File: src/rtl/msrv32_pkg.sv
// Shared encodings for the msrv32 pipeline sequencer.
package msrv32_pkg;

    // FSM states; the numeric values are visible on state_out for debug.
    typedef enum logic [1:0] {
        ST_RESET_HOLD = 2'd0,
        ST_RUN        = 2'd1,
        ST_WAIT       = 2'd2,
        ST_REDIRECT   = 2'd3
    } pipe_state_t;

    // PC mux source select codes.
    localparam logic [1:0] PC_BOOT = 2'b00;
    localparam logic [1:0] PC_NEXT = 2'b01;
    localparam logic [1:0] PC_TRAP = 2'b10;
    localparam logic [1:0] PC_EPC  = 2'b11;

    // Largest of three values; sizes the shared sequencing counter.
    function automatic int unsigned max3(input int unsigned a,
                                         input int unsigned b,
                                         input int unsigned c);
        int unsigned m;
        m = (a > b) ? a : b;
        return (m > c) ? m : c;
    endfunction

endpackage

File: src/rtl/msrv32_sat_counter.sv
// Loadable up/down counter that saturates at a runtime limit and at zero.
module msrv32_sat_counter
    import msrv32_pkg::*;
#(
    parameter int unsigned WIDTH = 5
) (
    input  logic             clk_in,
    input  logic             reset_in,
    input  logic             load,
    input  logic [WIDTH-1:0] load_val,
    input  logic             inc,
    input  logic             dec,
    input  logic [WIDTH-1:0] limit,
    output logic [WIDTH-1:0] count,
    output logic             at_max
);

    assign at_max = (count >= limit);

    // Load has priority; inc stops at limit, dec stops at zero.
    always_ff @(posedge clk_in or posedge reset_in) begin
        if (reset_in) begin
            count <= '0;
        end else if (load) begin
            count <= load_val;
        end else if (inc && !at_max) begin
            count <= count + 1'b1;
        end else if (dec && (count != '0)) begin
            count <= count - 1'b1;
        end
    end

endmodule

File: src/rtl/msrv32_pipe_ctrl.sv
// Pipeline sequencer: boot hold, redirect flushes, bus-wait stalls and timeout.
module msrv32_pipe_ctrl
    import msrv32_pkg::*;
#(
    parameter int unsigned BOOT_DELAY   = 2,
    parameter int unsigned FLUSH_CYCLES = 2,
    parameter int unsigned WAIT_TIMEOUT = 16
) (
    input  logic       clk_in,
    input  logic       reset_in,
    input  logic       instr_hready_in,
    input  logic       data_hready_in,
    input  logic       mem_access_in,
    input  logic       branch_taken_in,
    input  logic       trap_taken_in,
    input  logic       mret_in,
    output logic       stall_out,
    output logic       flush_out,
    output logic [1:0] pc_sel_out,
    output logic       instr_req_out,
    output logic       timeout_out,
    output logic [1:0] state_out
);

    localparam int unsigned CNT_MAX = max3(BOOT_DELAY, FLUSH_CYCLES, WAIT_TIMEOUT);
    localparam int unsigned CW      = $clog2(CNT_MAX + 1);

    localparam logic [CW-1:0] BOOT_LAST  = CW'(BOOT_DELAY - 1);
    localparam logic [CW-1:0] FLUSH_LOAD = CW'(FLUSH_CYCLES - 1);
    localparam logic [CW-1:0] WAIT_MAX   = CW'(WAIT_TIMEOUT);
    localparam logic [CW-1:0] WAIT_PRE   = CW'(WAIT_TIMEOUT - 1);
    localparam logic [CW-1:0] CNT_TOP    = CW'(CNT_MAX);
    localparam logic [CW-1:0] CNT_ONE    = CW'(1);

    pipe_state_t   state, next_state;
    logic          bus_wait;
    logic          redirect_evt;
    logic          cnt_load, cnt_inc, cnt_dec, cnt_at_max;
    logic [CW-1:0] cnt_load_val, cnt_limit, cnt;
    logic          timeout_d, timeout_q;

    assign bus_wait     = (mem_access_in & ~data_hready_in) | ~instr_hready_in;
    assign redirect_evt = trap_taken_in | mret_in | branch_taken_in;

    // One counter serves boot, flush and wait; only the wait count must stop at WAIT_TIMEOUT.
    assign cnt_limit = (state == ST_WAIT) ? WAIT_MAX : CNT_TOP;

    msrv32_sat_counter #(
        .WIDTH(CW)
    ) u_cnt (
        .clk_in   (clk_in),
        .reset_in (reset_in),
        .load     (cnt_load),
        .load_val (cnt_load_val),
        .inc      (cnt_inc),
        .dec      (cnt_dec),
        .limit    (cnt_limit),
        .count    (cnt),
        .at_max   (cnt_at_max)
    );

    // State and timeout pulse registers.
    always_ff @(posedge clk_in or posedge reset_in) begin
        if (reset_in) begin
            state     <= ST_RESET_HOLD;
            timeout_q <= 1'b0;
        end else begin
            state     <= next_state;
            timeout_q <= timeout_d;
        end
    end

    // Next-state and counter control.
    always_comb begin
        next_state   = state;
        cnt_load     = 1'b0;
        cnt_load_val = '0;
        cnt_inc      = 1'b0;
        cnt_dec      = 1'b0;
        timeout_d    = 1'b0;
        case (state)
            ST_RESET_HOLD: begin
                cnt_inc = 1'b1;
                if (cnt == BOOT_LAST) begin
                    next_state = ST_RUN;
                    cnt_load   = 1'b1;
                end
            end
            ST_RUN: begin
                if (redirect_evt) begin
                    if (FLUSH_CYCLES > 1) begin
                        next_state   = ST_REDIRECT;
                        cnt_load     = 1'b1;
                        cnt_load_val = FLUSH_LOAD;
                    end
                end else if (bus_wait) begin
                    next_state   = ST_WAIT;
                    cnt_load     = 1'b1;
                    cnt_load_val = CNT_ONE;
                end
            end
            ST_WAIT: begin
                if (trap_taken_in) begin
                    if (FLUSH_CYCLES > 1) begin
                        next_state   = ST_REDIRECT;
                        cnt_load     = 1'b1;
                        cnt_load_val = FLUSH_LOAD;
                    end else begin
                        next_state = ST_RUN;
                    end
                end else if (bus_wait) begin
                    cnt_inc = 1'b1;
                    // Pulse only on the step onto the limit; saturation blocks repeats.
                    timeout_d = !cnt_at_max && (cnt == WAIT_PRE);
                end else begin
                    next_state = ST_RUN;
                end
            end
            ST_REDIRECT: begin
                if (trap_taken_in) begin
                    cnt_load     = 1'b1;
                    cnt_load_val = FLUSH_LOAD;
                end else begin
                    cnt_dec = 1'b1;
                    if (cnt <= CNT_ONE) begin
                        next_state = ST_RUN;
                    end
                end
            end
        endcase
    end

    // Same-cycle pipeline controls from state plus current events.
    always_comb begin
        stall_out     = 1'b0;
        flush_out     = 1'b0;
        pc_sel_out    = PC_NEXT;
        instr_req_out = 1'b1;
        case (state)
            ST_RESET_HOLD: begin
                flush_out     = 1'b1;
                pc_sel_out    = PC_BOOT;
                instr_req_out = 1'b0;
            end
            ST_RUN: begin
                if (trap_taken_in) begin
                    flush_out  = 1'b1;
                    pc_sel_out = PC_TRAP;
                end else if (mret_in) begin
                    flush_out  = 1'b1;
                    pc_sel_out = PC_EPC;
                end else if (branch_taken_in) begin
                    flush_out = 1'b1;
                end else if (bus_wait) begin
                    stall_out = 1'b1;
                end
            end
            ST_WAIT: begin
                if (trap_taken_in) begin
                    flush_out  = 1'b1;
                    pc_sel_out = PC_TRAP;
                end else if (bus_wait) begin
                    stall_out = 1'b1;
                end
            end
            ST_REDIRECT: begin
                flush_out = 1'b1;
                if (trap_taken_in) begin
                    pc_sel_out = PC_TRAP;
                end
            end
        endcase
    end

    assign timeout_out = timeout_q;
    assign state_out   = state;

endmodule

File: config.mk
export PLATFORM = sky130hd
export DESIGN_NAME = msrv32_pipe_ctrl
export DESIGN_NICKNAME = d
export VERILOG_FILES = /design/src/rtl/msrv32_pkg.sv /design/src/rtl/msrv32_sat_counter.sv /design/src/rtl/msrv32_pipe_ctrl.sv
export SDC_FILE = /design/constraint.sdc
export NUM_CORES = 1
export LEC_CHECK = 0
export ABC_AREA = 0
export BUFFER_PORTS_ARGS = -buffer_cell sky130_fd_sc_hd__buf_2
export CAP_MARGIN = 10
export CORE_MARGIN = 10
export CORE_UTILIZATION = 55
export DETAILED_ROUTE_END_ITERATION = 8
export PLACE_DENSITY = 0.78
export SYNTH_ARGS = -nofsm -noshare
export SYNTH_HDL_FRONTEND = slang
export SYNTH_HIERARCHICAL = 1
export SYNTH_SLANG_ARGS = --single-unit
File: constraint.sdc
create_clock -name clk_in -period 4 [get_ports clk_in]
set_input_delay 0.2 -clock clk_in [delete_from_list [all_inputs] [get_ports clk_in]]
set_output_delay 0.2 -clock clk_in [all_outputs]
set_load 0.005 [all_outputs]
==> impl_results.md <==
* CP max stage cell: dfrtp_1
* Die ar. at 3860 um^2
* Wire length of the first global-routing pass at about 3500 um
* Register Area at 200 um^2
* Pre-Repair DR Iteration Count at 4
* Netlist cell types at 46
* Final Instance Area at 1130 um^2
* Synth Area in Compound Gates at 0.241
* Total power density per cell area at 844 nW/um^2
* Pint at 0.501 mW
* Gr usage total at 0.103
* Clock group share of total power at 0.065
* Post-synth EDFFs at 0
* Num CTS Buffers at 3
* Multi-input gate area at roughly 730 um^2
* Setup-failing EPs final at 0
* Initial antenna violation count at 0
* Ant diodes at 0
* Sw Ratio at 0.476
* GP Congestion at 0.757
* Leakage at 0.576 nW
* Area growth, synth to finish at 16.2%
* Flop pwr share at 0.187
* Clk root buf: clkbuf_4
* Clock Latency Late Sink at 0.25 ns
* Slew @ Worst Pin at between 0.7 and 0.8 ns
* IO Pins at 16
* Fin Hold WS at 0.330 ns
* Htree depth at 1
* Unrepaired setup endpoints after global routing: no
* Syn_area_per_cell at 8.64 um^2
* Share of cells above drive strength 1 at 0.241
* Largest net degree at the start of global routing at 12
* Worst slew margin at 0.523
* Setup Crit Path Kind: reg -> reg
* Yosys top cell by area: dfrtp_1
* Vias in the first global route at a little over 800
* Vias at 852
* Num rows at 15
* Post-Syn Area at 976 um^2
* Max Slew Vio Count at 0
* Seq/Total Area, Yosys at 0.205
* Ys async rst share at 1.00
* Core box area at 1710 um^2
* Initial Utilization at 0.571
* Setup TNS Final at 0 ns
* Wirelength per Cell at about 12 um
* Max stage delay on crit path at between 0.4 and 0.5 ns
* HP Class: in -> reg
* Die height at ~62 um
* Fin Clk Skew at 0.000956 ns
* Sum of net half-perimeters after detailed placement at 1700 um
* Final Hold Viols at 0
* IR drop worst, VDD at 0.000476 V
* CTS Buffer Depth at 2
* Post-synthesis adder-cell area fraction at 0.200
* CP Data Arrival Time at 3.55 ns
* CP Max Fanout at 6
* Vias per cell at about 5.3
* Xor and xnor area share after synthesis at 0.0269
* Placed cell area at 1100 um^2
* Synth Warn # at 6
* Post-Syn Instances at approximately 110
* Max-cap violations at 0
* Fillers at ~160
* Port bufs at 15
* Residual DRC at 0
* Chip Width at ~62 um
* CTS tree: done
* Mux cell area share after synthesis at 0.0474
* Global route total overflow at 0
* Critical path launch point type: flip-flop
* Max Freq at 291 MHz
* Critical-path cell list: inv_1 -> ha_1 -> inv_1 -> a211o_1 -> nand2_1 -> or3b_1 -> a311oi_2 -> nor2_2 -> ha_1 -> nor2b_1 -> o21a_1 -> o22ai_1 -> a21boi_1 -> xor2_1 -> o21ai_1
* Data required, critical path at 4.11 ns
* Crit end category: flip-flop
* Tmin final at 3.44 ns
* Clk pin slew, worst setup/hold paths at 0.05 ns
* Routed Antenna Nets at 0
* Period utilization at 0.860
* Routed WL at 2000 um
* Leading cell type in the layout, fill and taps excluded: inv_1
* Register bit total from synthesis at 8
* Top post-synthesis cells by area: dfrtp_1, ha_1, inv_1
* Fin nets at 162
* Simple-gate share of the synthesized area at 0.199
* Most used flip-flop cell after synthesis: dfrtp_1
* Most frequent cells in the layout: inv_1, buf_2, ha_1
* Post-CTS resize count at 0
* Initial DRC count at 39
* Clk sinks at 8
* Area share of the largest cell type after synthesis at 0.205
* Status: complete, no violations
* Largest family of logic cells by synthesized area: compound AO/OA/AOI/OAI gates
* P_sw at 0.455 mW
* Combinational share of power at 0.748
-- cell type report --
type	instances	area share
Inverter	17	0.0563
Clock buffer	3	0.0199
Timing Repair Buffer	16	0.0751
Sequential cell	8	0.177
Tap cell	25	0.0276
Multi-Input combinational cell	93	0.645
-- registers in the layout (all words and copies together) (netlist names) --
signal	count
u_cnt/count	5
timeout_out	1
state_out	2
-- power by group through the flow --
stage | sequential (mW) | clock, mW | combinational (mW)
final | 0.179 | 0.0619 | 0.716
after detailed placement | 0.180 | 0 | 0.720
after global placement | 0.177 | 0 | 0.692
after CTS | 0.179 | 0.0639 | 0.724
after floorplan | 0.163 | 0 | 0.582
after global routing | 0.186 | 0.0693 | 0.823
-- critical path, delay by kind of cell, from the launching register on --
| family | cells | cell delay, ns |
|---|---|---|
| buffers and inverters | 2 | 0.22 |
| xor gates and xnor gates | 1 | 0.16 |
| AOI/OAI and AO/OA | 6 | 1.16 |
| and+or+nand+nor | 4 | 0.77 |
| adders and majority gates | 2 | 0.55 |
| DFF | 1 | 0.44 |
-- metal layers --
metal  vias up  track usage  share of wire
met1       398        0.109           0.42
met4         0       0.0200              0
met5         -            0              0
li1        437            -              -
met2        17        0.191           0.52
met3         0       0.0358          0.056
-- per-stage QoR --
stage / util / power (mW) / setup WS, ns / std cells
after global placement: 0.645 / 0.869 / 0.641 / 158
after floorplan: - / 0.745 / 0.866 / 120
after global routing: 0.664 / 1.08 / 0.282 / 162
final: 0.664 / 0.957 / 0.561 / 162
after detailed placement: 0.645 / 0.900 / 0.564 / 158
after CTS: 0.664 / 0.967 / 0.543 / 162
-- cells by family (layout without fill, tap and decap cells) --
kind of cell / count (synthesis) / count (layout)
compound gates: 30 / 30
xor+xnor: 3 / 3
fa+ha+maj: 15 / 15
buf+inv: 19 / 36
flops: 8 / 8
mux: 4 / 4
other cells: 2 / 9
simple gates: 32 / 32
-- synthesized netlist by cell type, drive strengths merged (2+ instances only) --
cell type	number
ha	14
nor3	5
dfrtp	8
inv	17
xor2	2
nor2b	3
a21oi	3
nand2	8
nor3b	2
a21boi	3
clkbuf	2
o21ai	8
nand2b	2
mux2	2
a21o	4
or4	2
conb	2
nor2	5
mux2i	2
a221o	2
-- what timing repair did --
action                                 CTS  global route
buffers inserted                         0             0
hold buffers                             1             0
endpoints found under the hold margin    8             0
-- path summary, 6_finish.rpt --
kind                                       startpoint                    endpoint  slack, ns  cells after the start
min in group asynchronous                    reset_in    state_out[0]$_DFFE_PP0P_       0.38                      3
hold / removal                        instr_hready_in       timeout_out$_DFF_PP0_       0.33                      3
max in group asynchronous                    reset_in  u_cnt/count[2]$_DFFE_PP0P_       3.42                      3
setup / recovery             state_out[0]$_DFFE_PP0P_  u_cnt/count[4]$_DFFE_PP0P_       0.56                     15
setup reg to reg             state_out[0]$_DFFE_PP0P_  u_cnt/count[4]$_DFFE_PP0P_       0.56                     15
hold reg to reg            u_cnt/count[4]$_DFFE_PP0P_       timeout_out$_DFF_PP0_       0.55                      1
(Power assumes the default switching activity.)
